[src/rtl/ll_fifo_drain_arb.sv]
`default_nettype none
// ============================================================================
// Module   : ll_fifo_drain_arb
// Purpose  : Round-robin drain arbiter for a shared linked-list FIFO. It pops
//            the logical queues in turn, catches the returned word one cycle
//            later and presents it on a valid/ready output through a 2-entry
//            buffer. Pops are credit-limited so the buffer can never overflow.
// Ports    : clk          - clock, all state on posedge
//            rst_n        - asynchronous active-low reset
//            i_empty      - per-queue empty flags (registered in the FIFO)
//            i_fifo_data  - shared FIFO read data, valid one cycle after pop
//            i_drain_en   - allow new pops (in-flight data always drains)
//            o_pop        - pop strobe to the shared FIFO
//            o_pop_sel    - queue being popped (0 when o_pop is low)
//            o_m_valid    - output word available
//            o_m_data     - output payload
//            o_m_sel      - source queue of o_m_data
//            i_m_ready    - downstream accept
// Revision : 1.0 - initial release
// ============================================================================
module ll_fifo_drain_arb #(
  parameter int WIDTH     = 8,
  parameter int NUM_FIFOS = 2,
  parameter int SEL_WIDTH = $clog2(NUM_FIFOS)
) (
  input  logic                 clk,
  input  logic                 rst_n,
  input  logic [NUM_FIFOS-1:0] i_empty,
  input  logic [WIDTH-1:0]     i_fifo_data,
  input  logic                 i_drain_en,
  output logic                 o_pop,
  output logic [SEL_WIDTH-1:0] o_pop_sel,
  output logic                 o_m_valid,
  output logic [WIDTH-1:0]     o_m_data,
  output logic [SEL_WIDTH-1:0] o_m_sel,
  input  logic                 i_m_ready
);

  localparam logic [SEL_WIDTH:0] c_NUM = (SEL_WIDTH+1)'(NUM_FIFOS);

  // Arbitration state
  logic [SEL_WIDTH-1:0] r_rr_ptr;
  logic                 r_inflight;
  logic [SEL_WIDTH-1:0] r_inflight_sel;

  // 2-entry output buffer of {sel, data}
  logic [WIDTH-1:0]     r_buf_data [2];
  logic [SEL_WIDTH-1:0] r_buf_sel  [2];
  logic                 r_wr_ptr;
  logic                 r_rd_ptr;
  logic [1:0]           r_count;

  logic [1:0]           w_credits;
  logic                 w_bypass;
  logic                 w_xfer;
  logic                 w_buf_wr;
  logic                 w_buf_rd;
  logic                 w_space;
  logic                 w_pop;
  logic                 w_found;
  logic [SEL_WIDTH-1:0] w_grant;
  logic [SEL_WIDTH:0]   w_scan_idx;
  logic [SEL_WIDTH:0]   w_grant_inc;
  logic [SEL_WIDTH-1:0] w_rr_next;

  // Words owed to downstream: buffered plus the one returning from the FIFO.
  assign w_credits = r_count + {1'b0, r_inflight};

  // With the buffer empty, the returning word is presented directly so the
  // first word of a burst appears in the same cycle it returns.
  assign w_bypass  = (r_count == 2'd0) & r_inflight;
  assign o_m_valid = (r_count != 2'd0) | r_inflight;
  assign o_m_data  = w_bypass ? i_fifo_data    : r_buf_data[r_rd_ptr];
  assign o_m_sel   = w_bypass ? r_inflight_sel : r_buf_sel[r_rd_ptr];

  assign w_xfer   = o_m_valid & i_m_ready;
  assign w_buf_rd = w_xfer & (r_count != 2'd0);
  // A bypassed word that is accepted immediately never enters the buffer.
  assign w_buf_wr = r_inflight & ~(w_bypass & i_m_ready);

  // A full credit pool is still usable when one word leaves this cycle.
  assign w_space = (w_credits < 2'd2) | ((w_credits == 2'd2) & w_xfer);
  assign w_pop   = rst_n & i_drain_en & w_found & w_space;

  assign o_pop     = w_pop;
  assign o_pop_sel = w_pop ? w_grant : '0;

  // Round-robin scan starting at r_rr_ptr, wrapping modulo NUM_FIFOS.
  always_comb begin
    w_found    = 1'b0;
    w_grant    = '0;
    w_scan_idx = '0;
    for (int i = 0; i < NUM_FIFOS; i++) begin
      w_scan_idx = {1'b0, r_rr_ptr} + (SEL_WIDTH+1)'(i);
      if (w_scan_idx >= c_NUM) begin
        w_scan_idx = w_scan_idx - c_NUM;
      end
      if (!w_found && !i_empty[w_scan_idx[SEL_WIDTH-1:0]]) begin
        w_found = 1'b1;
        w_grant = w_scan_idx[SEL_WIDTH-1:0];
      end
    end
  end

  assign w_grant_inc = {1'b0, w_grant} + (SEL_WIDTH+1)'(1);
  assign w_rr_next   = (w_grant_inc == c_NUM) ? '0 : w_grant_inc[SEL_WIDTH-1:0];

  always_ff @(posedge clk or negedge rst_n) begin
    if (!rst_n) begin
      r_rr_ptr       <= '0;
      r_inflight     <= 1'b0;
      r_inflight_sel <= '0;
      r_buf_data[0]  <= '0;
      r_buf_data[1]  <= '0;
      r_buf_sel[0]   <= '0;
      r_buf_sel[1]   <= '0;
      r_wr_ptr       <= 1'b0;
      r_rd_ptr       <= 1'b0;
      r_count        <= 2'd0;
    end else begin
      r_inflight <= w_pop;
      if (w_pop) begin
        r_rr_ptr       <= w_rr_next;
        r_inflight_sel <= w_grant;
      end
      if (w_buf_wr) begin
        r_buf_data[r_wr_ptr] <= i_fifo_data;
        r_buf_sel[r_wr_ptr]  <= r_inflight_sel;
        r_wr_ptr             <= ~r_wr_ptr;
      end
      if (w_buf_rd) begin
        r_rd_ptr <= ~r_rd_ptr;
      end
      case ({w_buf_wr, w_buf_rd})
        2'b10:   r_count <= r_count + 2'd1;
        2'b01:   r_count <= r_count - 2'd1;
        default: r_count <= r_count;
      endcase
    end
  end

endmodule
`default_nettype wire

[config.mk]
export PLATFORM = sky130hd
export DESIGN_NAME = ll_fifo_drain_arb
export DESIGN_NICKNAME = d
export VERILOG_FILES = /design/src/rtl/ll_fifo_drain_arb.sv
export SDC_FILE = /design/constraint.sdc
export NUM_CORES = 1
export LEC_CHECK = 0
export ABC_CLOCK_PERIOD_IN_PS = 2400
export CORE_MARGIN = 3
export CORE_UTILIZATION = 50
export CTS_CLUSTER_DIAMETER = 80
export DETAILED_ROUTE_END_ITERATION = 16
export DONT_BUFFER_PORTS = 1
export PLACE_DENSITY_LB_ADDON = 0.12
export SLEW_MARGIN = 40
export SYNTH_ARGS = -nofsm -noshare
export SYNTH_HDL_FRONTEND = slang
export SYNTH_SLANG_ARGS = --single-unit
[constraint.sdc]
create_clock -name clk -period 2.4 [get_ports clk]
set_input_delay 0.72 -clock clk [delete_from_list [all_inputs] [get_ports clk]]
set_output_delay 0.72 -clock clk [all_outputs]
set_load 0.02 [all_outputs]
==> metrics.yaml <==
synth:
  synth-async-reset-ratio_pct: 100
  yosysMostFrequentCell: "dfrtp_1"
  synth.top_cell.area_share_pct: 48.6
  main_area_contributors_after_synthesis: "dfrtp_1, mux2_4, mux2_2"
  synth_edf_count: 0
  post_synth_instance_area_mm2: 0.00129
  seq_total_area_yosys_pct: 48.6
  synth_top_area_cell: "dfrtp_1"
  ys_seq_elements: 25
  average_footprint_of_a_synthesized_cell_um2: 12.6
  ys_top_cells_by_count: "dfrtp_1, nand2_1, mux2_4, mux2i_1, mux2_2"
  netlist_cell_types: 26
  number_of_instances_in_the_synthesized_netlist: 102
  synth-main-ff-cell: "dfrtp_1"
  syn-num-nets: 118
  yosysWarnings: 0
grt:
  number_of_antenna_violations_at_the_first_check_in_global_routing: 0
  via_count_of_the_first_global_routing_pass: 835
  grt_overflow: 0
  grt_use_total_pct: 15.0
  maximum_number_of_pins_on_one_net_before_global_route_repair: 27
  grt_first_pass_wirelength_mm: 3.77
clock_tree:
  cts-root-to-sink-buffers: 2
  cts_buffers: 3
  h-tree-depth: 1
  clock_insertion_delay_worst_skew_ps: 310
  cts_tree: "built"
  clkTransAtPathRegs_ps: 120
  ctsRootBufferMaster: "clkbuf_4"
  ctsHoldBuffers: 0
  cts_sinks: 25
floorplan:
  die_area_mm2: 0.00322
  row_count: 17
  die_width_um: 56.7
  initial_core_util_pct: 55.5
  die_h_um: 56.7
  num_io_pins: 26
  core_region_area_mm2: 0.00232
setup_path:
  critPathRequiredTime_ps: 1680
  regToRegStartpoint: "r_count[0]"
  worst-r2r-cell-count: 6
  crit_arrival_ps: 1740
  setup.worst_path.end_class: "primary output"
  timing.critical_path.fanout_max: 5
  r2r_slack_ps: 690
  r2r_endpoint: "r_rr_ptr"
  worstSetupStartpointType: "register"
  worstSetupPathType: "register to primary output"
pwr:
  pwr-share-clk_pct: 8.9
  irDropWorstVdd_uv: 941
  net-switching-power_uw: 759
  finalPower_mw: 2.00
  combinationalPowerShare_pct: 49.9
  switching_share_pct: 37.9
  intPower_mw: 1.24
  power.static_leakage_nw: 0.671
  share_of_total_power_in_sequential_cells_pct: 41.2
  power_per_cell_area_mw_per_mm2: 1350
timing:
  whs_ps: 82.7
  worst_slew_pin_slew_ps: 415
  grt_setup_unrepaired: "true"
  layout_setup_ws_ps: -60.3
  hold_violation_count_in_the_final_report: 0
  slew_headroom_pct: 72.1
  skew_ps: 5.72
  timing.final.max_slew_violations: 0
  min_period_over_period_pct: 103
  maxClockFrequency_mhz: 406
  final_critical_delay_including_setup_and_external_delays_ps: 2460
  setup_viol_count_final: 1
placement:
  post-place-cells: 138
  io_buffer_count: 0
  hpwl_after_dpl_mm: 1.59
  replace_congestion: 0.677
cells_and_area:
  filler_cell_count: 208
  final_nets: 134
  num_antenna_cells: 0
  area_growth_pct: 15.5
  post-route-util_pct: 64.1
  instances_no_fill: 145
  post_route_cells_drive_above_1_share_pct: 43.6
routing:
  detailedRoute.firstPassIterationCount: 3
  post_drt_wl_per_cell_um: 15.2
  detail_route.wirelength_mm: 2.21
  drc: 0
  via_per_inst: 5.43
  ant_nets: 0
  drtIter0Drc: 32
  detailroute.via_count: 788
flow_run:
  max_cap_viol_count: 0
run_status:
  failing_checks: "negative setup slack"
  status: "finished, violations left"
worst_hold_path:
  hp-class: "input port to async pin"
-- worst max path at each step --
| stage | start | endpoint | slack [ps] | cells past startpoint |
|---|---|---|---|---|
| floorplan | i_empty[1] | o_pop_sel | 6 | 4 |
| global placement | i_empty[1] | o_pop_sel | 240 | 4 |
| detailed placement | i_empty[1] | o_pop_sel | 220 | 4 |
| CTS | r_count[0] | o_pop_sel | -60 | 5 |
| global route | r_count[0] | o_pop_sel | -150 | 5 |
| finish | r_count[0] | o_pop_sel | -60 | 5 |
-- state kept, by name, indices dropped and copies added, names as in the netlist --
signal	cells
r_buf_sel	2
r_rr_ptr	1
r_rd_ptr	1
r_wr_ptr	1
r_buf_data	16
r_inflight	1
r_inflight_sel	1
r_count	2
-- critical path, cell delays in order (launching register included) --
cell	delay, ps
dfrtp_2	490
ha_4	190
xnor2_2	130
a21oi_2	60
a211oi_4	220
nor3b_4	340
-- layout make-up --
| type | count | area [um2] | area share, % |
|---|---|---|---|
| multi-input cells | 71 | 678 | 45.7 |
| flip-flops and latches | 25 | 629 | 42.4 |
| repair buffers | 14 | 105 | 7.08 |
| well taps | 28 | 35.0 | 2.36 |
| clock buffers | 4 | 26.3 | 1.77 |
| inverters | 3 | 11.3 | 0.758 |
-- per-layer routing --
metal	GRT usage [%]	up-vias	part of all wire, %
met5	0	-	0
met4	2.03	0	0.82
met3	5.75	2	5.3
met2	25.7	18	54
met1	18.0	390	39
li1	-	378	-
-- repair_timing --
item / 4_1_cts / 5_1_grt
pin swaps: 0 / 3
buffers inserted: 1 / 2
endpoints found under the setup margin: 8 / 10
gates cloned: 0 / 0
resized for setup: 5 / 5
-- placed cells by master, fill, tap and decap left out --
cell | synthesis | layout
dfrtp_2 | 0 | 3
nor3_1 | 1 | 1
nor2_8 | 1 | 1
ha_1 | 2 | 1
buf_4 | 0 | 14
or2_2 | 1 | 1
nor2_2 | 1 | 1
xnor2_1 | 4 | 3
nand3_2 | 1 | 1
nand2_1 | 11 | 11
xnor2_2 | 0 | 1
ha_4 | 0 | 1
nor3b_4 | 0 | 1
inv_1 | 3 | 3
mux2i_1 | 10 | 10
nor2_1 | 2 | 2
a21bo_4 | 1 | 1
clkbuf_1 | 0 | 1
mux2_2 | 9 | 9
mux2_4 | 10 | 10
a21oi_2 | 0 | 1
dfrtp_1 | 25 | 22
xor2_1 | 2 | 2
and2_4 | 0 | 1
nand3_1 | 1 | 1
o21ai_2 | 0 | 1
o21ai_0 | 8 | 8
clkbuf_4 | 0 | 3
nor2b_1 | 1 | 1
a211oi_4 | 0 | 1
-- power by group through the flow --
stage	Clock, mW	Sequential (mW)	Combinational (mW)
floorplan	0	0.746	0.761
global route	0.197	0.865	1.09
global placement	0	0.811	0.932
CTS	0.187	0.819	0.975
detailed placement	0	0.823	0.957
finish	0.178	0.825	1.00
-- kinds of logic after synthesis --
group	share of synthesized area, %
AO/OA/AOI/OAI	6.13
XOR/XNOR	4.09
adder cells (fa/ha/maj)	1.95
buffers and inverters	2.04
flip-flops	48.6
multiplexers	27.3
AND/OR/NAND/NOR	9.83
-- stage by stage --
| stage | worst slack (ps) | TNS, ps | area [um2] |
|---|---|---|---|
| after floorplan | 6.19 | 0 | 1300 |
| after global placement | 239 | 0 | 1400 |
| after detailed placement | 222 | 0 | 1400 |
| after CTS | -55.8 | -55.8 | 1450 |
| after global routing | -150 | -551 | 1490 |
| final | -60.3 | -60.3 | 1490 |
Note: power is estimated with default switching activity, not from simulation.
